## config.mk

```make
export PLATFORM = sky130hd
export DESIGN_NAME = reg_file_sb
export DESIGN_NICKNAME = d
export VERILOG_FILES = /design/src/rtl/reg_file_sb.sv
export SDC_FILE = /design/constraint.sdc
export NUM_CORES = 1
export LEC_CHECK = 0
export BUFFER_PORTS_ARGS = -buffer_cell sky130_fd_sc_hd__clkbuf_2
export CAP_MARGIN = 0
export CORE_MARGIN = 1
export CORE_UTILIZATION = 55
export CTS_CLUSTER_DIAMETER = 120
export CTS_CLUSTER_SIZE = 40
export DETAILED_ROUTE_END_ITERATION = 7
export GPL_TIMING_DRIVEN = 0
export PLACE_DENSITY = 0.86
export SYNTH_ARGS = -nofsm -noshare
export SYNTH_HDL_FRONTEND = slang
export SYNTH_SLANG_ARGS = --single-unit
```

## constraint.sdc

```tcl
create_clock -name clk -period 3.5 [get_ports clk]
set_clock_uncertainty 0.15 [all_clocks]
set_input_delay 0 -clock clk [delete_from_list [all_inputs] [get_ports clk]]
set_output_delay 0 -clock clk [all_outputs]
set_load 0.02 [all_outputs]
```

## src/rtl/reg_file_sb.sv

```systemverilog
// General-purpose register file with two combinational read ports, one write port,
// and a per-register busy scoreboard used by decode to reserve destination registers.
module reg_file_sb #(
  parameter int unsigned DATA_W = 16,
  parameter int unsigned ADDR_W = 3,
  parameter bit          BYPASS = 1'b1
) (
  input  logic                       clk,
  input  logic                       reset,
  input  logic [ADDR_W-1:0]          read_index1,
  input  logic [ADDR_W-1:0]          read_index2,
  output logic [DATA_W-1:0]          read_data1,
  output logic [DATA_W-1:0]          read_data2,
  output logic                       read_ready1,
  output logic                       read_ready2,
  input  logic                       write_enable,
  input  logic [ADDR_W-1:0]          write_index,
  input  logic [DATA_W-1:0]          write_data,
  input  logic                       rsv_enable,
  input  logic [ADDR_W-1:0]          rsv_index,
  output logic                       rsv_grant,
  output logic [(1 << ADDR_W)-1:0]   busy_vec
);

  localparam int unsigned NREG = 1 << ADDR_W;

  logic [DATA_W-1:0] regs [NREG];
  logic [NREG-1:0]   busy_next;
  logic              wr_hit1;
  logic              wr_hit2;
  logic              rsv_wr_hit;

  // Read ports: stored value, optionally overridden by same-cycle writeback
  always_comb begin
    wr_hit1     = BYPASS && write_enable && (write_index == read_index1);
    wr_hit2     = BYPASS && write_enable && (write_index == read_index2);
    read_data1  = wr_hit1 ? write_data : regs[read_index1];
    read_data2  = wr_hit2 ? write_data : regs[read_index2];
    read_ready1 = wr_hit1 | ~busy_vec[read_index1];
    read_ready2 = wr_hit2 | ~busy_vec[read_index2];
  end

  // A busy register may be re-reserved only when it is being written back this cycle
  always_comb begin
    rsv_wr_hit = write_enable && (write_index == rsv_index);
    rsv_grant  = rsv_enable & ~reset & (~busy_vec[rsv_index] | rsv_wr_hit);
    busy_next  = '0;
    for (int unsigned i = 0; i < NREG; i++) begin
      busy_next[i] = (rsv_grant && (rsv_index == ADDR_W'(i))) |
                     (busy_vec[i] & ~(write_enable && (write_index == ADDR_W'(i))));
    end
  end

  // Register storage
  always_ff @(posedge clk) begin
    if (reset) begin
      for (int unsigned i = 0; i < NREG; i++) begin
        regs[i] <= '0;
      end
    end else if (write_enable) begin
      regs[write_index] <= write_data;
    end
  end

  // Scoreboard
  always_ff @(posedge clk) begin
    if (reset) begin
      busy_vec <= '0;
    end else begin
      busy_vec <= busy_next;
    end
  end

endmodule

```

==> results.md <==
- Of all cell types, the one taking the most synthesized area is sky130_fd_sc_hd__edfxtp_1.
- The number of endpoints failing setup at the final stage is 0.
- The area of the placeable core is 14100 um^2.
- The detail route stage leaves a number of antenna-violating nets equal to 0.
- The first detailed-routing pass ran for 5 iterations.
- The startpoint of the lowest-slack hold path is write_index[0].
- Yosys mapped a number of flops with a built-in enable equal to 128.
- The Yosys step of the flow raised 0 warnings.
- Counting every instance in the synthesized netlist gives 504.
- In the synthesized netlist, the cells that appear most often are sky130_fd_sc_hd__and2_1 (128), sky130_fd_sc_hd__edfxtp_1 (128), sky130_fd_sc_hd__mux4_1 (64), sky130_fd_sc_hd__mux2_2 (57), sky130_fd_sc_hd__clkbuf_1 (19).
- The most used flip-flop cell after synthesis is sky130_fd_sc_hd__edfxtp_1.
- The post-detailed-route wirelength per cell is 26.1 um.
- Of the available clock period, the critical path in the final layout requires 67.5%.
- The internal portion of the total power is 3490 uW.
- Net switching is 24.2% of the power.
- The depth of the most critical reg-to-reg path is 3.
- In this run the deepest clock path goes through 2 buffers.
- The source-to-sink clock delay at the later pin of the worst-skew pair is 0.42 ns.
- The max-slew violation total from the final report is 0.
- The minimum period implied by the final worst setup slack is 2.36 ns.
- The global placer's final weighted congestion is 0.901.
- The share of flip-flops with an asynchronous set or reset is 0%.
- The actual transition at the worst max-transition pin is 1.40 ns.
- The detailed-route DRC error count is 0.
- The run finished with clean final reports.
- The number of diodes is 0.
- The initial antenna violation count is 1.
- The signal on the critical path passes through clkbuf_1 -> clkbuf_1 -> mux4_1 -> mux2_2 -> mux2_4 -> clkbuf_2.
- The slowest cell on the critical path is sky130_fd_sc_hd__clkbuf_1.
- The floorplan step defined a die boundary enclosing 15200 um^2.
- The count of clock tree sinks is 136.
- Dividing the detail-routed via count by the number of cells gives 6.58.
- In this run, the clock network consumes 41.9% of the power.
- After the first detailed-routing iteration, the DRC count stood at 585.
- The post-DP HPWL is 13.9 mm.
- The number of input and output port buffers inserted is 64.
- The sequential share of the synthesized area is 49.5%.
- In this run, the combinational gates consume 16.0% of the power.
- Adding up every negative setup slack in the final design gives 0 ns.
- The worst register-to-register path begins at busy_vec[2].
- The path class of the tightest hold or removal check is primary input to flip-flop.
- The number of flip-flops and latches in the synthesized netlist is 136.
- The maximum clock frequency is 0.423 GHz.
- Setup repair after global routing left no endpoint under its margin.
- The post-synthesis to final-layout area growth is 17.9%.
- Of all nets on the critical path, the largest fanout is 10.
- In this run the critical register-to-register path is captured at busy_vec[3].
- Setup slack on the worst reg-to-reg path comes out at 1.92 ns.
- The initial utilization of the core area, before any placement, comes to 57.3%.
- The total leakage power is 0.00372 uW.
- Yosys attributes the largest share of cell area to sky130_fd_sc_hd__edfxtp_1 (48%), sky130_fd_sc_hd__mux4_1 (21%), sky130_fd_sc_hd__and2_1 (9.9%), sky130_fd_sc_hd__mux2_2 (7.9%), sky130_fd_sc_hd__dfxtp_1 (2.0%).
- The top cell type by area accounts for 47.6% of the synthesized area.
- Measured along the y axis, the die boundary spans 123 um.
- The finished cells cover 9530 um^2.
- The number of instances on the worst hold path is 3.
- The total standard cell area after synthesis is 8080 um^2.
- At the end of the flow the core is filled with cells to 67.6%.
- The clock transition at the registers of the reported paths is 0.06 ns.
- The share of total power in sequential cells is 42.1%.
- The number of clock buffers added by TritonCTS is 17.
- On the worst path, the slowest cell contributes a delay of 0.62 ns.
- In this run the power spent charging and discharging nets is 1110 uW.
- The number of rows in the core area is 43.
- The overall routed net length is 21.0 mm.
- The clock root buffer is sky130_fd_sc_hd__clkbuf_16.
- Across all hold checks on the routed design, the worst slack comes to 0.0368 ns.
- The number of different library cells used by synthesis comes to 34.
- The post-placement cell area is 8700 um^2.
- For this design the top-level I/O count stands at 75.
- The residual overflow from global routing is 0.
- The proportion of layout cells with a drive suffix above 1 is 31.1%.
- The horizontal die dimension is 123 um.
- The count of instances resized after the clock tree is built is 0.
- Counting every net in the synthesized netlist gives 536.
- STA classifies the critical path endpoint as a primary output.
- Averaged over all synthesized cells, the footprint is 16.0 um^2.
- The worst hold path terminates at regs[5][3].
- The net count of the finished layout is 642.
- The total track usage is 29.2%.
- For the worst setup path, the data arrival time is 2.21 ns.
- Entering global routing, the biggest net connects 18 pins.
- The most frequent cell on the critical path is sky130_fd_sc_hd__clkbuf_1.
- Summing internal, switching and leakage power gives 4610 uW.
- IR analysis of the VDD net gives a maximum drop of 0.000295 V.
- Measured against its own limit, the worst slew margin works out to 5.91%.
- The worst setup path is launched from a primary input.
- The final hold violation count is 0.
- The total via count in the routed design is 5285.
- The via count of the first global-routing pass is 5196.
- The critical path class is primary input to primary output.
- The max-cap violation count is 0.
- In this run the power density over the cells is 484 nW/um^2.
- The CTS tree is done.
- The depth of the CTS H-tree is 4.
- The first global-routing pass estimated 31.0 mm of wire.
- At the worst endpoint, the required time is 3.35 ns.
==> per-layer routing <==
layer	global-route usage [%]	vias to the layer above	share of wire [%]
li1	-	2235	-
met1	39.2	2664	40
met2	46.6	343	49
met4	11.3	0	2.2
met3	6.50	43	9.1
met5	0	-	0
==> cells in the final DEF (no fill, tap or decap), types with 3 or more instances in the layout <==
cell                            count
sky130_fd_sc_hd__and2_1           128
sky130_fd_sc_hd__edfxtp_1         128
sky130_fd_sc_hd__mux4_1            64
sky130_fd_sc_hd__clkbuf_2          64
sky130_fd_sc_hd__mux2_2            57
sky130_fd_sc_hd__clkbuf_1          21
sky130_fd_sc_hd__dlygate4sd3_1     19
sky130_fd_sc_hd__clkbuf_16         17
sky130_fd_sc_hd__buf_6             10
sky130_fd_sc_hd__mux2_4            10
sky130_fd_sc_hd__inv_1              9
sky130_fd_sc_hd__dfxtp_1            8
sky130_fd_sc_hd__nor3_1             7
sky130_fd_sc_hd__buf_2              6
sky130_fd_sc_hd__xnor2_1            6
sky130_fd_sc_hd__mux4_2             6
sky130_fd_sc_hd__a2bb2o_1           5
sky130_fd_sc_hd__bufinv_16          5
sky130_fd_sc_hd__nand2_1            4
sky130_fd_sc_hd__nand2b_1           4
sky130_fd_sc_hd__o21bai_2           4
sky130_fd_sc_hd__a21oi_1            4
sky130_fd_sc_hd__buf_8              4
sky130_fd_sc_hd__nor2b_1            3
sky130_fd_sc_hd__xor2_1             3
sky130_fd_sc_hd__a22o_1             3
==> power by group through the flow <==
stage          registers, uW  clock network [uW]  logic [uW]
2_1_floorplan           1950                   0         477
3_3_place_gp            1950                   0         675
3_5_place_dp            1970                   0         705
4_1_cts                 1940                1920         730
5_1_grt                 1950                1990         771
6_report                1940                1930         739
==> per-stage QoR <==
stage          setup WS, ns  cells
2_1_floorplan          1.70    504
3_3_place_gp          0.995    748
3_5_place_dp           1.15    752
4_1_cts                1.18    803
5_1_grt                1.06    803
6_report               1.14    803
==> layout make-up <==
cell class                      count  area, um^2
Tap cell                          180         225
Clock buffer                       19         433
Fill cell                         909        4570
Timing Repair Buffer               87         571
Multi-Input combinational cell    322        3830
Sequential cell                   136        4000
Clock inverter                     13         201
Inverter                            9        33.8
Buffer                             37         225
==> worst max-delay path: cells and delay by family <==
family / cells / cell delay [ns]
buffers and inverters: 3 / 1.18
multiplexers: 3 / 1.02
==> flip-flops by register name (all words and copies together) (netlist names) <==
name / cells
regs: 128
busy_vec: 8
==> worst max-delay path by stage <==
stage | start | to | slack (ns)
4_1_cts | read_index1[1] | read_data1[13] | 1.18
2_1_floorplan | write_index[2] | busy_vec[3] | 1.70
3_5_place_dp | write_index[2] | regs[4][10] | 1.15
3_3_place_gp | write_index[0] | busy_vec[6] | 1.0
5_1_grt | read_index1[1] | read_data1[15] | 1.06
6_report | read_index1[1] | read_data1[14] | 1.14
==> logic make-up (layout without fill, tap and decap cells) <==
kind of cell / Yosys count / in the layout / synth area share [%]
AO/OA/AOI/OAI: 19 / 19 / 1.89
flip-flops: 136 / 136 / 49.5
multiplexers: 137 / 137 / 32.3
XOR/XNOR: 9 / 9 / 0.975
AND/OR/NAND/NOR: 157 / 157 / 12.1
buffers and inverters: 46 / 165 / 3.20
==> repair_timing <==
action | in CTS | in global routing
endpoints found under the setup margin | 0 | 0
hold endpoints to repair | 135 | 0
setup buffers | 0 | 0
hold buffers | 19 | 0
(Power assumes the default switching activity.)
